### src/rtl/gpio_serial_loader.sv
// Streams per-pad configuration words into the housekeeping serial chains,
// with a registered bit-bang passthrough for software fallback.
module gpio_serial_loader #(
    parameter int NUM_CHAINS     = 2,
    parameter int PADS_PER_CHAIN = 19,
    parameter int CFG_BITS       = 13,
    parameter int CLK_DIV        = 4,
    localparam int AW = (PADS_PER_CHAIN > 1) ? $clog2(PADS_PER_CHAIN) : 1
) (
    input  logic                             wb_clk_i,
    input  logic                             wb_rstn_i,
    input  logic                             xfer_start,
    input  logic                             xfer_abort,
    output logic                             xfer_busy,
    output logic                             xfer_done,
    output logic [AW-1:0]                    cfg_rd_addr,
    input  logic [NUM_CHAINS*CFG_BITS-1:0]   cfg_rd_data,
    input  logic                             bitbang_en,
    input  logic                             bitbang_clock,
    input  logic                             bitbang_load,
    input  logic                             bitbang_resetn,
    input  logic [NUM_CHAINS-1:0]            bitbang_data,
    output logic                             serial_clock,
    output logic                             serial_load,
    output logic                             serial_resetn,
    output logic [NUM_CHAINS-1:0]            serial_data,
    output logic [2:0]                       dbg_state
);

    localparam int DW = $clog2(CLK_DIV + 1);
    localparam int BW = $clog2(CFG_BITS + 1);
    localparam int WW = NUM_CHAINS * CFG_BITS;
    localparam logic [AW-1:0] LAST_ADDR = AW'(PADS_PER_CHAIN - 1);
    localparam logic [DW-1:0] DIV_LAST  = DW'(CLK_DIV - 1);
    localparam logic [BW-1:0] BIT_LAST  = BW'(CFG_BITS - 1);

    typedef enum logic [2:0] {
        IDLE     = 3'd0,
        FETCH    = 3'd1,
        SHIFT_LO = 3'd2,
        SHIFT_HI = 3'd3,
        LOAD_HI  = 3'd4,
        LOAD_LO  = 3'd5,
        DONE     = 3'd6
    } state_t;

    state_t                state_q, state_d;
    logic [DW-1:0]         div_q, div_d;
    logic [BW-1:0]         bit_q, bit_d;
    logic [AW-1:0]         addr_q, addr_d;
    logic [WW-1:0]         shift_q, shift_d;
    logic                  busy_q, busy_d;
    logic                  done_q, done_d;
    logic                  sclk_q, sclk_d;
    logic                  sload_q, sload_d;
    logic                  srstn_q, srstn_d;
    logic [NUM_CHAINS-1:0] sdata_q, sdata_d;
    logic                  last_div;

    function automatic logic [NUM_CHAINS-1:0] chain_msbs(input logic [WW-1:0] w);
        logic [NUM_CHAINS-1:0] m;
        for (int c = 0; c < NUM_CHAINS; c++) begin
            m[c] = w[c*CFG_BITS + CFG_BITS - 1];
        end
        return m;
    endfunction

    assign last_div = (div_q == DIV_LAST);

    // Handshake: xfer_start is accepted only in IDLE (without a same-cycle
    // abort); xfer_busy rises the next cycle and stays high through DONE.
    always_comb begin
        state_d = state_q;
        div_d   = div_q;
        bit_d   = bit_q;
        addr_d  = addr_q;
        shift_d = shift_q;
        busy_d  = 1'b1;
        done_d  = 1'b0;
        sclk_d  = 1'b0;
        sload_d = 1'b0;
        srstn_d = 1'b1;
        sdata_d = sdata_q;
        case (state_q)
            IDLE: begin
                busy_d  = 1'b0;
                sdata_d = '0;
                if (xfer_start && !xfer_abort) begin
                    state_d = FETCH;
                    addr_d  = LAST_ADDR;
                    busy_d  = 1'b1;
                end else if (bitbang_en) begin
                    sclk_d  = bitbang_clock;
                    sload_d = bitbang_load;
                    srstn_d = bitbang_resetn;
                    sdata_d = bitbang_data;
                end
            end
            FETCH: begin
                shift_d = cfg_rd_data;
                sdata_d = chain_msbs(cfg_rd_data);
                div_d   = '0;
                bit_d   = '0;
                state_d = SHIFT_LO;
            end
            SHIFT_LO: begin
                if (last_div) begin
                    div_d   = '0;
                    sclk_d  = 1'b1;
                    state_d = SHIFT_HI;
                end else begin
                    div_d = div_q + 1'b1;
                end
            end
            SHIFT_HI: begin
                sclk_d = 1'b1;
                if (last_div) begin
                    div_d  = '0;
                    sclk_d = 1'b0;
                    if (bit_q != BIT_LAST) begin
                        // A flat shift leaks each chain's MSB into the next
                        // chain's LSB, but that bit never reaches an MSB
                        // before the word is refetched.
                        bit_d   = bit_q + 1'b1;
                        shift_d = shift_q << 1;
                        sdata_d = chain_msbs(shift_q << 1);
                        state_d = SHIFT_LO;
                    end else if (addr_q != '0) begin
                        addr_d  = addr_q - 1'b1;
                        state_d = FETCH;
                    end else begin
                        sload_d = 1'b1;
                        state_d = LOAD_HI;
                    end
                end else begin
                    div_d = div_q + 1'b1;
                end
            end
            LOAD_HI: begin
                sload_d = 1'b1;
                if (last_div) begin
                    div_d   = '0;
                    sload_d = 1'b0;
                    state_d = LOAD_LO;
                end else begin
                    div_d = div_q + 1'b1;
                end
            end
            LOAD_LO: begin
                if (last_div) begin
                    div_d   = '0;
                    done_d  = 1'b1;
                    state_d = DONE;
                end else begin
                    div_d = div_q + 1'b1;
                end
            end
            DONE: begin
                busy_d  = 1'b0;
                state_d = IDLE;
            end
            default: begin
                busy_d  = 1'b0;
                state_d = IDLE;
            end
        endcase

        if (xfer_abort && state_q != IDLE && state_q != DONE) begin
            state_d = IDLE;
            addr_d  = '0;
            div_d   = '0;
            busy_d  = 1'b0;
            done_d  = 1'b0;
            sclk_d  = 1'b0;
            sload_d = 1'b0;
            srstn_d = 1'b1;
            sdata_d = '0;
        end
    end

    // Reset holds the chains in reset (serial_resetn low) along with all else.
    always_ff @(posedge wb_clk_i or negedge wb_rstn_i) begin
        if (!wb_rstn_i) begin
            state_q <= IDLE;
            div_q   <= '0;
            bit_q   <= '0;
            addr_q  <= '0;
            shift_q <= '0;
            busy_q  <= 1'b0;
            done_q  <= 1'b0;
            sclk_q  <= 1'b0;
            sload_q <= 1'b0;
            srstn_q <= 1'b0;
            sdata_q <= '0;
        end else begin
            state_q <= state_d;
            div_q   <= div_d;
            bit_q   <= bit_d;
            addr_q  <= addr_d;
            shift_q <= shift_d;
            busy_q  <= busy_d;
            done_q  <= done_d;
            sclk_q  <= sclk_d;
            sload_q <= sload_d;
            srstn_q <= srstn_d;
            sdata_q <= sdata_d;
        end
    end

    assign xfer_busy     = busy_q;
    assign xfer_done     = done_q;
    assign cfg_rd_addr   = addr_q;
    assign serial_clock  = sclk_q;
    assign serial_load   = sload_q;
    assign serial_resetn = srstn_q;
    assign serial_data   = sdata_q;
    assign dbg_state     = state_q;

endmodule

### config.mk
export PLATFORM = sky130hd
export DESIGN_NAME = gpio_serial_loader
export DESIGN_NICKNAME = d
export VERILOG_FILES = /design/src/rtl/gpio_serial_loader.sv
export SDC_FILE = /design/constraint.sdc
export NUM_CORES = 1
export LEC_CHECK = 0
export ABC_CLOCK_PERIOD_IN_PS = 3480
export BUFFER_PORTS_ARGS = -buffer_cell sky130_fd_sc_hd__buf_2
export CAP_MARGIN = 20
export CORE_MARGIN = 5
export CORE_UTILIZATION = 33
export CTS_CLUSTER_DIAMETER = 50
export DETAILED_ROUTE_END_ITERATION = 8
export PLACE_DENSITY = 0.6
export SKIP_CTS_REPAIR_TIMING = 1
export SYNTH_ARGS = -nofsm -noshare
export SYNTH_HDL_FRONTEND = slang
export SYNTH_SLANG_ARGS = --single-unit
### constraint.sdc
create_clock -name wb_clk_i -period 3.48 [get_ports wb_clk_i]
set_input_delay 0.348 -clock wb_clk_i [delete_from_list [all_inputs] [get_ports wb_clk_i]]
set_output_delay 0.348 -clock wb_clk_i [all_outputs]
set_load 0.01 [all_outputs]
==> flow_summary_export.csv <==
group,metric,value,unit
critical_path,critical_path_class,"flop to flop",
layout,fill_cells,779,
sta,setup_viol,0,
layout,multi_input_area,0.00134,mm2
clock_tree,clk_pin_slew,0.09,ns
layout,final_nets,355,
clock_tree,cts_made_buffers,5,
route,drt_iter0_markers,137,
floorplanning,start_util,34.0,%
floorplanning,dieArea,0.00990,mm2
job,maxCapViolCount,0,
clock_tree,clk_latency,0.30,ns
logic_synthesis,ys_seq_area_share,44.5,%
global_route,track_usage,14.2,%
pwr,p_per_area,825,mW/mm2
critical_path,reg2reg_to,"cfg_rd_addr[1]",
logic_synthesis,yosys.area_share.simple,22.3,%
floorplanning,die_width,99.5,um
layout,drive_gt1_share,33.3,%
critical_path,start_kind,"flop",
logic_synthesis,ys_ff_latch,47,
global_route,grt_pass1_vias,2227,
clock_tree,cts_tree,"done",
critical_path,worstPathRequired,3.67,ns
logic_synthesis,synth_async_sr_flop_share,100,%
route,via_per_inst,5.62,
floorplanning,core_area,0.00777,mm2
logic_synthesis,synth_compound_area_share,23.5,%
sta,finalClockSkew,0.00433,ns
sta,tightest_slew,0.883,ns
pwr,combPwrFrac,46.1,%
logic_synthesis,syn-num-nets,315,
global_route,grt_pass1_wl,11500,um
layout,seq_area,0.00118,mm2
route,dr.pass1.iters,6,
hold_path,holdPathStages,2,
critical_path,r2r_slack,1.29,ns
floorplanning,die_h,99.5,um
critical_path,cp_max_fo,30,
floorplanning,io_pins,51,
hold_path,hold_start,"bitbang_resetn",
sta,rsz0062_at_grt,"no",
outcome,status,"completed",
layout,design_area,0.00310,mm2
sta,slew_viol_final,0,
logic_synthesis,synth_xor_area_share,0.331,%
route,remaining_drc_errors,0,
layout,diodes,0,
route,drt-total-wl,6720,um
sta,post-route-period-util,62.9,%
layout,stdcell_count,417,
critical_path,reg2regPathDepth,4,
hold_path,hold_class,"primary input to flop",
route,wire_per_inst,16.1,um
placed_design,gp_congestion,0.837,
route,ant_nets,0,
sta,hold_viol_final,0,
logic_synthesis,synthesis.area,0.00264,mm2
route,vias,2344,
logic_synthesis,yosysWarnings,0,
placed_design,placed_area,0.00296,mm2
clock_tree,clk_path_buf_depth,2,
layout,syn_to_final_growth,17.3,%
sta,fin_crit,2.19,ns
clock_tree,cts.sinks,47,
floorplanning,rows,32,
sta,setup_tns,0,ns
hold_path,min_to,"serial_resetn",
pwr,p_sw,0.00103,W
clock_tree,cts_root_buffer,"clkbuf_8",
global_route,overflow,0,
pwr,internal_power,0.00152,W
pwr,vdd_drop_max,0.000309,V
clock_tree,htree_levels,2,
critical_path,rr_startpoint,"dbg_state[2]",
logic_synthesis,synth.avg_cell_area,9.61,um2
logic_synthesis,synth_adder_area_share,1.89,%
placed_design,port_buffers,50,
pwr,cellLeakagePower,1.32,nW
pwr,seq_power_share,38.1,%
critical_path,cp.arrival,2.38,ns
pwr,switching_share,40.4,%
placed_design,dp_hpwl,4410,um
logic_synthesis,synth_cell_types,55,
logic_synthesis,synth.area.mux_share,2.41,%
logic_synthesis,synth_edf_count,0,
pwr,power_frac_clock,15.8,%
global_route,grt_start_max_net_pins,48,
sta,max_freq,457,MHz
logic_synthesis,synth_ff_type,"dfrtp_1",
logic_synthesis,synth_top_family_by_area,"compound AO/OA/AOI/OAI gates",
critical_path,endpoint_kind,"flop",
global_route,antenna_found_initial,0,
sta,maxSlewHeadroom,41.1,%
placed_design,dp_cells,408,
logic_synthesis,syn_inst,275,
## worst max path at each step
stage	startpoint	endpoint	slack (ns)	depth (start not counted)
after floorplan	cfg_rd_addr[0]	cfg_rd_addr[0]	1.49	6
after global placement	dbg_state[2]	cfg_rd_addr[1]	1.32	4
after detailed placement	dbg_state[2]	cfg_rd_addr[1]	1.33	4
after CTS	dbg_state[2]	cfg_rd_addr[1]	1.31	4
after global routing	dbg_state[2]	cfg_rd_addr[0]	1.16	4
final	dbg_state[2]	cfg_rd_addr[1]	1.29	4
## Yosys cell counts, drive strengths merged (4+ instances only)
master  count  share of area (%)
a31oi       4               0.95
ha          4                1.9
nor2       34                4.8
nand3      28                5.3
inv         9                1.3
o221a      23                9.8
o21ai       8                1.5
dfrtp      47                 45
nand2      14                2.0
a21oi      11                2.1
nor3        5               0.95
clkbuf     15                2.1
nand2b      4                1.0
buf         9                1.7
mux2        5                2.4
nand4       5                1.2
## state kept, by name (all words and copies together), names as in the netlist, 2 cells and up
name	count
dbg_state	3
bit_q	4
shift_q	25
cfg_rd_addr	5
serial_data	2
div_q	3
## kinds of logic after synthesis
logic type	Yosys count
mux	5
xor+xnor	1
simple gates	111
compound gates	74
flops	47
buf+inv	33
fa+ha+maj	4
## layout make-up
class	count	share of cell area (%)
inverters	9	1.09
multi-input cells	195	43.2
clock buffers	5	2.22
well taps	102	4.12
clock inverters	2	1.21
flip-flops and latches	47	37.9
repair buffers	57	10.3
## critical path, stage by stage (launching register included)
cell	delay (ns)
dfrtp_1	0.93
nor2_1	0.20
o21a_1	0.27
o31a_4	0.37
mux2_4	0.30
## cells in the final DEF (no fill, tap or decap), types with 2 or more instances in the layout
cell and instances:
nor2_1 34, a211oi_1 2, nor3_1 5, nand2_1 14
o31ai_1 2, clkbuf_8 5, nand2b_1 3, buf_4 5
o221a_2 23, a31oi_1 4, nand3_1 28, a31o_2 2
inv_1 9, dfrtp_1 47, and3_1 3, buf_2 50
nor2b_1 2, o21a_1 3, mux2_2 3, a21oi_1 11
mux2_4 2, ha_1 4, o21ai_0 7, a32oi_1 3
or3b_2 2, nand4_1 5, a211o_1 3
## power by group through the flow
stage	combinational, W	clock, W	sequential [W]
after global placement	0.00117	0	0.000979
final	0.00118	0.000403	0.000975
after floorplan	0.000936	0	0.000912
after detailed placement	0.00119	0	0.000975
after CTS	0.00119	0.000412	0.000973
after global routing	0.00131	0.000438	0.00101
## routing by layer
metal	global-route usage (%)	routed length (um)	part of all wire, %	vias up
met1	20.3	3100	46	1140
met3	4.00	540	8.0	10
li1	-	-	-	1106
met2	21.0	2990	44	88
met4	4.10	94	1.4	0
met5	0	0	0	-
## stage by stage
| step | setup slack (ns) | power (W) | hold slack (ns) | utilization, % |
|---|---|---|---|---|
| 2_1_floorplan | 1.49 | 0.00185 | 0.0524 | - |
| 3_3_place_gp | 1.32 | 0.00215 | 0.496 | 38.2 |
| 3_5_place_dp | 1.33 | 0.00216 | 0.496 | 38.2 |
| 4_1_cts | 1.31 | 0.00257 | 0.248 | 39.5 |
| 5_1_grt | 1.16 | 0.00276 | 0.259 | 39.9 |
| 6_report | 1.29 | 0.00256 | 0.250 | 39.9 |
Note: power is estimated with default switching activity, not from simulation.
